File: config.mk
export PLATFORM = sky130hd
export DESIGN_NAME = hangman_engine
export DESIGN_NICKNAME = d
export VERILOG_FILES = /design/src/rtl/hangman_engine.sv
export SDC_FILE = /design/constraint.sdc
export NUM_CORES = 1
export LEC_CHECK = 0
export ABC_AREA = 1
export BUFFER_PORTS_ARGS = -buffer_cell sky130_fd_sc_hd__clkbuf_2
export CAP_MARGIN = 25
export CORE_ASPECT_RATIO = 1.1
export CORE_MARGIN = 1
export CORE_UTILIZATION = 45
export DETAILED_ROUTE_END_ITERATION = 12
export GPL_ROUTABILITY_DRIVEN = 0
export MAX_ROUTING_LAYER = met4
export PLACE_DENSITY = 0.67
export SLEW_MARGIN = 25
export SYNTH_ARGS = -nofsm -noshare
export SYNTH_HDL_FRONTEND = slang
export SYNTH_SLANG_ARGS = --single-unit
File: constraint.sdc
create_clock -name clk -period 5.6 [get_ports clk]
set_input_delay 0.56 -clock clk [delete_from_list [all_inputs] [get_ports clk]]
set_output_delay 0.56 -clock clk [all_outputs]
set_load 0.02 [all_outputs]
File: src/rtl/hangman_engine.sv
// -----------------------------------------------------------------------------
// hangman_engine
//
// Multi-player hangman referee. A secret word is loaded, then players take
// turns guessing uppercase letters. Each accepted guess is scored one cycle
// later (CHECK), updating the revealed mask, hit/miss counters and the
// guessed-letter bitmap, and the game ends in DONE on a full reveal (win) or
// on reaching MAX_MISS misses (lose).
//
// Handshake: a guess transfers on a clock edge where guess_valid && guess_ready
// are both high. guess_ready is high only in PLAY. A transferred guess that
// fails the checks (wrong player, or not 'A'..'Z') pulses reject on the next
// cycle and changes nothing else. A guess offered while guess_ready is low is
// ignored silently.
//
// Ports
//   clk           clock, rising edge
//   nRst          synchronous reset, active HIGH (1 = reset)
//   word_load     1-cycle pulse: latch word_in and start a new game
//   word_in       secret word, character 0 in bits [7:0]
//   guess_valid   guess offered this cycle
//   guess_player  index of the player making the guess
//   guess_char    guessed ASCII character
//   guess_ready   engine accepts a guess this cycle
//   turn          index of the player whose guess is expected
//   revealed      bit i set = character i revealed
//   miss_count    misses in the current game
//   hit_count     hits in the current game (saturates at 255)
//   hit/miss/dup/reject  1-cycle result pulses
//   win/lose/winner      game result, held while in DONE
//   state_dbg     current FSM state (0 IDLE, 1 PLAY, 2 CHECK, 3 DONE)
// -----------------------------------------------------------------------------
module hangman_engine #(
    parameter int WORD_LEN    = 5,
    parameter int MAX_MISS    = 6,
    parameter int NUM_PLAYERS = 2,
    localparam int PW = (NUM_PLAYERS > 1) ? $clog2(NUM_PLAYERS) : 1,
    localparam int MW = $clog2(MAX_MISS + 1)
) (
    input  logic                  clk,
    input  logic                  nRst,
    input  logic                  word_load,
    input  logic [8*WORD_LEN-1:0] word_in,
    input  logic                  guess_valid,
    input  logic [PW-1:0]         guess_player,
    input  logic [7:0]            guess_char,
    output logic                  guess_ready,
    output logic [PW-1:0]         turn,
    output logic [WORD_LEN-1:0]   revealed,
    output logic [MW-1:0]         miss_count,
    output logic [7:0]            hit_count,
    output logic                  hit,
    output logic                  miss,
    output logic                  dup,
    output logic                  reject,
    output logic                  win,
    output logic                  lose,
    output logic [PW-1:0]         winner,
    output logic [1:0]            state_dbg
);

    typedef enum logic [1:0] {
        IDLE  = 2'd0,
        PLAY  = 2'd1,
        CHECK = 2'd2,
        DONE  = 2'd3
    } state_t;

    state_t                state;
    logic [8*WORD_LEN-1:0] word_q;
    logic [25:0]           guessed;
    logic [7:0]            guess_q;
    logic [PW-1:0]         player_q;

    logic [WORD_LEN-1:0]   match;
    logic [WORD_LEN-1:0]   load_mask;
    logic [WORD_LEN-1:0]   rev_next;
    logic [4:0]            letter_idx;
    logic                  already;
    logic                  guess_ok;
    logic [PW-1:0]         turn_next;
    logic [MW-1:0]         miss_next;
    logic [7:0]            hit_next;

    // A guess while everything is already revealed (all-non-letter word)
    // would be meaningless; the engine is about to finish the game.
    assign guess_ready = (state == PLAY) && !(&revealed);
    assign state_dbg   = state;

    // 'A'..'Z' share bits [7:5] = 3'b010, so the low five bits minus one give
    // the alphabet index 0..25 for the (already validated) registered letter.
    assign letter_idx = guess_q[4:0] - 5'd1;
    assign already    = guessed[letter_idx];

    assign guess_ok = (guess_player == turn) &&
                      (guess_char >= 8'h41) && (guess_char <= 8'h5A);

    assign turn_next = (turn == PW'(NUM_PLAYERS - 1)) ? '0 : turn + PW'(1);
    assign miss_next = miss_count + MW'(1);
    assign hit_next  = (hit_count == 8'hFF) ? hit_count : hit_count + 8'd1;

    // All positions are compared against the registered letter in parallel.
    always_comb begin
        match     = '0;
        load_mask = '0;
        for (int i = 0; i < WORD_LEN; i++) begin
            match[i]     = (word_q[i*8 +: 8] == guess_q);
            load_mask[i] = !((word_in[i*8 +: 8] >= 8'h41) &&
                             (word_in[i*8 +: 8] <= 8'h5A));
        end
    end

    assign rev_next = revealed | match;

    always_ff @(posedge clk) begin
        if (nRst) begin
            state      <= IDLE;
            word_q     <= '0;
            guessed    <= '0;
            guess_q    <= '0;
            player_q   <= '0;
            turn       <= '0;
            revealed   <= '0;
            miss_count <= '0;
            hit_count  <= '0;
            hit        <= 1'b0;
            miss       <= 1'b0;
            dup        <= 1'b0;
            reject     <= 1'b0;
            win        <= 1'b0;
            lose       <= 1'b0;
            winner     <= '0;
        end else begin
            // Result pulses last a single cycle.
            hit    <= 1'b0;
            miss   <= 1'b0;
            dup    <= 1'b0;
            reject <= 1'b0;

            if (word_load) begin
                // A load overrides everything, including a guess offered in
                // the same cycle or one pending in CHECK.
                state      <= PLAY;
                word_q     <= word_in;
                guessed    <= '0;
                turn       <= '0;
                revealed   <= load_mask;
                miss_count <= '0;
                hit_count  <= '0;
                win        <= 1'b0;
                lose       <= 1'b0;
                winner     <= '0;
            end else begin
                case (state)
                    IDLE: begin
                        // Waiting for a word; guesses are ignored.
                    end

                    PLAY: begin
                        if (&revealed) begin
                            // Only reachable straight after loading a word
                            // with no letters in it.
                            state  <= DONE;
                            win    <= 1'b1;
                            winner <= '0;
                        end else if (guess_valid) begin
                            if (guess_ok) begin
                                guess_q  <= guess_char;
                                player_q <= guess_player;
                                state    <= CHECK;
                            end else begin
                                reject <= 1'b1;
                            end
                        end
                    end

                    CHECK: begin
                        if (already) begin
                            dup   <= 1'b1;
                            state <= PLAY;
                        end else begin
                            guessed[letter_idx] <= 1'b1;
                            turn                <= turn_next;
                            if (|match) begin
                                hit       <= 1'b1;
                                revealed  <= rev_next;
                                hit_count <= hit_next;
                                if (&rev_next) begin
                                    state  <= DONE;
                                    win    <= 1'b1;
                                    winner <= player_q;
                                end else begin
                                    state <= PLAY;
                                end
                            end else begin
                                miss       <= 1'b1;
                                miss_count <= miss_next;
                                if (miss_next == MW'(MAX_MISS)) begin
                                    state  <= DONE;
                                    lose   <= 1'b1;
                                    winner <= '0;
                                end else begin
                                    state <= PLAY;
                                end
                            end
                        end
                    end

                    DONE: begin
                        // Held until word_load or reset.
                    end

                    default: state <= IDLE;
                endcase
            end
        end
    end

endmodule

Word level (Yosys, flattened, before mapping)
Index checks and enable logic that the tools add are counted.
W data, S select, Z words.
- bits in registers: 101
- bits of input ports: 53
- add/sub/neg operators: 4
- $lt $le $gt $ge: 14
- equality and inequality tests: 21
- muxes and demuxes: 33
- bitwise logic cells: 10
- reduce and logical (&&, ||, !) cells: 36
- operators with widths (kind ; count):
    $ge A8 B7 Y1 const B ; 6
    $le A8 B7 Y1 const B ; 6
    $eq A8 B8 Y1 ; 5
    $or A26 B26 Y26 ; 1
    $reduce_and A5 Y1 ; 5
    $mux W5 ; 4
    $mux W1 ; 17
    $mux W2 ; 7
    $reduce_and A3 Y1 ; 4
    $reduce_or A5 Y1 ; 2
    $logic_and A1 B1 Y1 ; 9
    $add A8 B1 Y8 const B ; 1
    $eq A8 B8 Y1 const B ; 1
    $ne A2 B2 Y1 const B ; 4
    $ne A4 B3 Y1 const B ; 2
    $not A1 Y1 ; 8
    $reduce_and A4 Y1 ; 2
    $logic_not A1 Y1 ; 6
    $lt A5 B6 Y1 const B ; 1
    $ne A3 B2 Y1 const B ; 2
    $ne A3 B3 Y1 const B ; 2
    $reduce_bool A2 Y1 ; 3
    $bmux W1 S5 ; 1
    $demux W1 S5 ; 1
    17 further kinds ; 18

Longest topological paths before layout
Gate-level depths: netlist (run 1).
- word-level depth: 8
- depth in mapped cells: 18

Worst setup path before layout (run 1)
OpenSTA, ideal clock, no wires.
- kind: register to register
- from: register guess_q[0]
- to: register turn
- data arrival time: 2124 ps
- data required time: 5468 ps
- slack: 3344 ps
- cell stages (with the launch flop): 17
- clock period less this slack: 2256 ps
- cell sequence: dfxtp_1 inv_2 buf_4 ha_1 buf_2 inv_1 nand2_1 nand2_2 clkinv_2 nand3_1 nand3_1 nand3_2 nand2_2 nand2_4 inv_1 o21ai_0 a21oi_1
- cells in the longest elaborated chain, start to end: 5
- RTL lines (what ; line ; text):
    from (decl) ; 72 ; logic [7:0] guess_q;
    from (signal assigned) ; 168 ; guess_q <= guess_char;
    $sub A5 B1 Y5 ; 92 ; assign letter_idx = guess_q[4:0] - 5'd1;
    $bmux W1 S5 ; 93 ; assign already = guessed[letter_idx];
    $mux W1 (not written as such) ; 93 ;
    $not A1 Y1 (no source line) ; n/a ;
    $reduce_and A2 Y1 (no source line) ; n/a ;
    to (signal assigned) ; 183 ; turn <= turn_next;
    to (decl) ; 48 ; output logic [PW-1:0] turn,
No other way between the ends. The select of a mux whose other input is x is not followed.
A chain may end at the register's enable or synchronous reset.

Worst setup path in the final report (run 1)
Same ends and word-level chain as after synthesis.

==> summary.md, run 1 <==
| Metric | Value |
|---|---|
| Final hold vios | `0` |
| CP Class | `flip-flop to flip-flop` |
| Crit start category | `flip-flop` |
| Fraction of registers with async set/reset | `0` |
| Clk sinks | `101` |
| Area Overhead vs Synth | `15.0%` |
| Root Driver | `clkbuf_16` |
| CTS Buf Count | `9` |
| Worst Setup End Kind | `flip-flop` |
| Synth top area cells | `dfxtp_1 (39%), nand2_1 (12%), nor2_1 (7.6%)` |
| GRT Total Usage | `0.224` |
| Most used DFF post-synth | `dfxtp_1` |
| Die Area | `12000 um2` |
| Endpoints failing setup | `0` |
| Drt first pass iters | `4` |
| Hold WC Path Type | `flip-flop to flip-flop` |
| Final worst-path cycle share | `0.573` |
| Mapped Avg Cell Area | `6.86 um2` |
| Min cycle time layout | `3.21 ns` |
| Antenna cells | `0` |
| Critical-path top delay cell | `dfxtp_1` |
| Cell mode on critical path | `nand2_2` |
| Post-CTS setup buffers | `0` |
| R2R Path Start | `guess_q[0]` |
| Clock Latency Late Sink | `0.34 ns` |
| CTS Hold Bufs | `0` |
| Outcome | `completed` |
| CORE AREA | `11100 um2` |
| Total gr overflow | `0` |
| Largest area contributor in the netlist | `dfxtp_1` |
| Via density | `4.97` |
| Post-detailed-route count of antenna-violating nets | `0` |
| Critical Path Start | `guess_q[0]` |
| Initial core utilization | `0.469` |
| Net Count, Synth | `818` |
| Reg-to-reg slack, setup | `2.39 ns` |
| Chip height | `115 um` |
| Mapped Cells | `756` |
| Netlist cell types | `35` |
| Maximum fanout along the worst path | `25` |
| Synth Cell Area | `5190 um2` |
| CP required | `5.83 ns` |
| Clk_skew | `0.00869 ns` |
| Pwr per Cell Area | `279 nW/um2` |
| Clk buf depth | `2` |
| Leak Pwr | `2.60 nW` |
| DRT Wirelength | `12600 um` |
| CTS HTree Levels | `3` |
| Final slew viol count | `0` |
| Crit path to | `turn` |
| Nets@finish | `879` |
| Worst R2R Path Depth | `14` |
| Max frequency | `0.312 GHz` |
| IO buf count | `79` |
| Crit path cell chain | `inv_2 > ha_1 > inv_1 > nand2_1 > nand2_2 > clkinv_2 > nand3_1 > nand3_1 > nand2_2 > nand2_2 > nand2_4 > inv_1 > o21ai_0 > a21oi_1` |
| DRT iter0 DRCs | `217` |
| Yosys warning count | `0` |
| First-pass GRT wire length | `20800 um` |
| RSZ-0062 raised after global routing | `false` |
| I/O pins | `80` |
| Worst Hold Slack | `0.456 ns` |
| Rows | `40` |
| Clock transition at path regs | `0.07 ns` |
| Most frequent cell after synthesis | `nand2_1` |
| Synth Register Bits | `101` |
| Die W | `104 um` |
| Post-DP HPWL | `9150 um` |
| EDFF count, synth | `0` |
| CTS tree | `built` |
| Slew HR | `0.346` |
| FILL cells | `1091` |
| Via count | `4815` |
| Sequential-to-total area share from yosys stat | `0.390` |
| Pre-CTS WS | `2.45 ns` |
| Initial antenna violation count | `0` |
| Synth top area share | `0.390` |
| Routed length per instance | `13.0 um` |
| Synth cell count leaders | `nand2_1 (169), nor2_1 (105), dfxtp_1 (101)` |
| Vias in the first global route | `4400` |
| Worst Setup Slack, final | `2.39 ns` |
| Setup TNS | `0 ns` |
| CP max stage delay | `0.97 ns` |
| PostCTS Resize Cnt | `0` |
| Critical Path AT | `3.43 ns` |
| Reg-to-Reg End | `turn` |
| Pin count of the biggest net entering global routing | `51` |
| Fraction of layout cells with a size suffix above 1 | `0.155` |
| Max_cap viols | `0` |
| Max VDD drop | `0.000146 V` |
| Worst-Margin Slew | `0.980 ns` |
| Drt drc | `0` |
[cells by family (layout without fill, tap and decap cells)]
logic type | Yosys count | in the layout | share of synthesized area
and+or+nand+nor | 357 | 357 | 0.294
AOI/OAI and AO/OA | 132 | 132 | 0.133
buffers and inverters | 118 | 184 | 0.0950
xor gates and xnor gates | 39 | 39 | 0.0673
adders and majority gates | 9 | 9 | 0.0217
DFF | 101 | 101 | 0.390
[metal layers]
metal / up-vias / track usage / wire, um
met5: - / - / 0
met1: 2167 / 0.279 / 5890
li1: 2511 / - / -
met4: 0 / 0.0790 / 244
met2: 119 / 0.374 / 5920
met3: 18 / 0.0268 / 493
[how the worst min path moves through the flow]
stage,slack [ns],end,cells past startpoint,start
global placement,0.44,guessed[24],2,guessed[24]
finish,0.46,guessed[17],2,guessed[17]
CTS,0.45,guessed[17],2,guessed[17]
detailed placement,0.44,guessed[17],2,guessed[17]
global route,0.46,word_q[15],3,word_in[15]
floorplan,0.43,guessed[17],2,guessed[17]
[final cells by class]
type | count | area, um2 | area share
Clock buffer | 9 | 225 | 0.0378
Clock inverter | 7 | 108 | 0.0180
Inverter | 86 | 329 | 0.0552
Tap cell | 147 | 184 | 0.0308
Timing Repair Buffer | 82 | 425 | 0.0713
Sequential cell | 101 | 2020 | 0.339
Multi-Input combinational cell | 537 | 2670 | 0.448
[state kept, by name, indices dropped and copies added (netlist names)]
signal and count:
word_q 40, revealed 5, winner 1, win 1, reject 1, miss 1, lose 1, dup 1
miss_count 3, hit_count 8, guessed 26, state_dbg 2, turn 1, hit 1, player_q 1, guess_q 8
[metrics by stage]
step	cells	instance area (um2)	util	power, mW
finish	969	5970	0.539	1.66
global route	969	5970	0.539	1.73
CTS	968	5950	0.538	1.67
detailed placement	952	5620	0.508	0.986
global placement	952	5620	0.508	0.980
floorplan	756	5190	-	0.921
[critical path, delay by kind of cell (launching register included)]
family	cells	cell delay [ns]
buffers and inverters	4	0.70
AOI/OAI and AO/OA	2	0.23
adders and majority gates	1	0.42
DFF	1	0.97
and+or+nand+nor	7	0.76
[cell usage in the layout (no fill, tap or decap), types with 2 or more instances in the layout]
master     synthesis  routed
nand3_2            2       2
nor4_1             5       5
nand2_1          169     169
clkinv_4           0       2
inv_2              5       5
nor2_1           105     105
nor3_1            11      11
inv_1             76      76
nand3_1           45      45
o21ai_0           61      61
inv_4              2       2
xor2_1             5       5
xnor2_1           33      33
buf_4              4       2
dfxtp_1          101     101
nor2_4             6       6
o21a_1             2       2
nand2_2            7       7
inv_8              0       2
o211ai_1           2       2
nand4_1            3       3
bufinv_16          0       2
clkinv_1           2       2
ha_1               9       9
clkbuf_16          0       9
clkbuf_2           0      79
a21oi_1           63      63
[report_power, final]
group / total (mW) / switching (mW) / leakage (nW) / internal [mW]
registers: 0.764 / 0.0186 / 0.826 / 0.745
clock network: 0.691 / 0.291 / 0.160 / 0.400
logic: 0.208 / 0.132 / 1.61 / 0.0765
total: 1.66 / 0.442 / 2.60 / 1.22
Power figures use the tool's default switching activity.
==> run 2: changes to the inputs <==
==> constraint.sdc (replaced) <==
create_clock -name clk -period 3.1 [get_ports clk]
set_input_delay 0.31 -clock clk [delete_from_list [all_inputs] [get_ports clk]]
set_output_delay 0.31 -clock clk [all_outputs]
set_load 0.02 [all_outputs]
==> run 2 against run 1 <==
Against the previous run:
- via count is 1.5% higher
- critical path depth is 1 lower
- worst hold slack worse by 0.26 ns
- cell area is 0.31% higher
- total power is 77% higher
- clock power is 71% higher
- worst setup slack worse by 1.7 ns
- critical path type unchanged
==> summary.md, run 2 (same netlist as run 1, synthesis figures left out) <==
| Metric | Value |
|---|---|
| Max_cap viols | `0` |
| Nets@finish | `885` |
| Clk sinks | `101` |
| Fraction of layout cells with a size suffix above 1 | `0.161` |
| Pre-CTS WS | `0.728 ns` |
| Largest regs | `word_q: 40 flops, guessed: 26 flops` |
| Post-DP HPWL | `9560 um` |
| CTS tree | `built` |
| Post-detailed-route count of antenna-violating nets | `0` |
| Leak Pwr | `2.62 nW` |
| Clk_skew | `0.00843 ns` |
| Via density | `5.01` |
| Final slew viol count | `0` |
| Worst Setup Slack, final | `0.705 ns` |
| GRT Total Usage | `0.226` |
| CORE AREA | `11100 um2` |
| CP Class | `flip-flop to flip-flop` |
| Die Area | `12000 um2` |
| Most frequent cells in the layout | `nand2_1 (169), nor2_1 (105), dfxtp_1 (101)` |
| Rows | `40` |
| Die W | `104 um` |
| Vias in the first global route | `4554` |
| Endpoints failing setup | `0` |
| CTS HTree Levels | `3` |
| Largest reg by FF count | `word_q` |
| Max FFs per register | `40` |
| Util after Layout | `0.541` |
| Routed length per instance | `13.1 um` |
| Total gr overflow | `0` |
| Area Overhead vs Synth | `15.4%` |
| Most common cell after layout, fill and taps aside | `nand2_1` |
| Inst Count DP | `959` |
| Clk buf depth | `2` |
| Antenna cells | `0` |
| CTS Hold Bufs | `0` |
| Pwr per Cell Area | `492 nW/um2` |
| IO buf count | `79` |
| FILL cells | `1108` |
| Post-CTS setup buffers | `0` |
| Slew HR | `0.600` |
| Root Driver | `clkbuf_16` |
| PostCTS Resize Cnt | `0` |
| Min cycle time layout | `2.39 ns` |
| Chip height | `115 um` |
| RSZ-0062 raised after global routing | `false` |
| Clock Latency Late Sink | `0.34 ns` |
| CTS Buf Count | `9` |
| Pin count of the biggest net entering global routing | `32` |
| Critical Path AT | `2.63 ns` |
| Outcome | `completed` |
| First-pass GRT wire length | `21100 um` |
| Setup TNS | `0 ns` |
| DRT Wirelength | `12800 um` |
| Maximum fanout along the worst path | `16` |
| Clock transition at path regs | `0.07 ns` |
| Worst Hold Slack | `0.198 ns` |
| Final hold vios | `0` |
| CP required | `3.33 ns` |
| Total power | `2.94 mW` |
| Worst-Margin Slew | `0.599 ns` |
| Final worst-path cycle share | `0.773` |
| Crit start category | `flip-flop` |
| Non-Filler Instances | `975` |
| Hold WC Path Type | `primary input to flip-flop` |
| Worst Setup End Kind | `flip-flop` |
| Drt first pass iters | `5` |
| Non-Filler Cell Area, Final | `5980 um2` |
| Drt drc | `0` |
| I/O pins | `80` |
| Area after DPL | `5670 um2` |
| DRT iter0 DRCs | `223` |
| Initial core utilization | `0.469` |
| Max VDD drop | `0.000323 V` |
| Max frequency | `0.418 GHz` |
| Via count | `4888` |
| Initial antenna violation count | `0` |
## run 2: cell count changes in the layout (fill, tap and decap cells not counted)
cell / change
clkinv_4: -2
buf_4: +7
inv_6: +3
inv_8: -1
bufinv_16: -1
buf_8: -1
clkbuf_8: +1
## run 2: path summary, 6_finish.rpt
check	start	endpoint	slack (ns)	cells after the start
worst max register to register	guess_q[0]	turn	0.71	13
worst max-delay path	guess_q[0]	turn	0.71	13
worst min register to register	lose	lose	0.45	2
worst min-delay path	word_in[14]	word_q[14]	0.20	3
## run 2: layout make-up
type / count / area (um2) / area share
multi-input combinational: 537 / 2670 / 0.447
sequential: 101 / 2020 / 0.338
timing repair buffer: 88 / 463 / 0.0774
inverter: 86 / 329 / 0.0550
clock buffer: 10 / 239 / 0.0399
tap: 147 / 184 / 0.0307
clock inverter: 6 / 75.1 / 0.0125
## run 2: report_power, final
| part | internal, mW | leakage [nW] | switching [mW] |
|---|---|---|---|
| Clock | 0.663 | 0.152 | 0.521 |
| Combinational | 0.142 | 1.64 | 0.238 |
| Sequential | 1.35 | 0.826 | 0.0335 |
| Total | 2.15 | 2.62 | 0.793 |
## run 2: critical path, stage by stage, from the launching register on
cell and delay (ns):
dfxtp_1 0.32, inv_2 0.21, ha_1 0.38, nand2_1 0.14
nand2_2 0.20, clkinv_2 0.14, nand3_1 0.10, nand3_1 0.10
nand3_2 0.11, nand2_2 0.09, nand2_4 0.15, inv_1 0.14
o21ai_0 0.16, a21oi_1 0.05
## run 2: per-layer routing
metal / track usage / vias up / wire length, um
met5: - / - / 0
met4: 0.0600 / 0 / 191
met1: 0.269 / 2210 / 5680
met2: 0.392 / 136 / 6250
li1: - / 2522 / -
met3: 0.0415 / 20 / 634
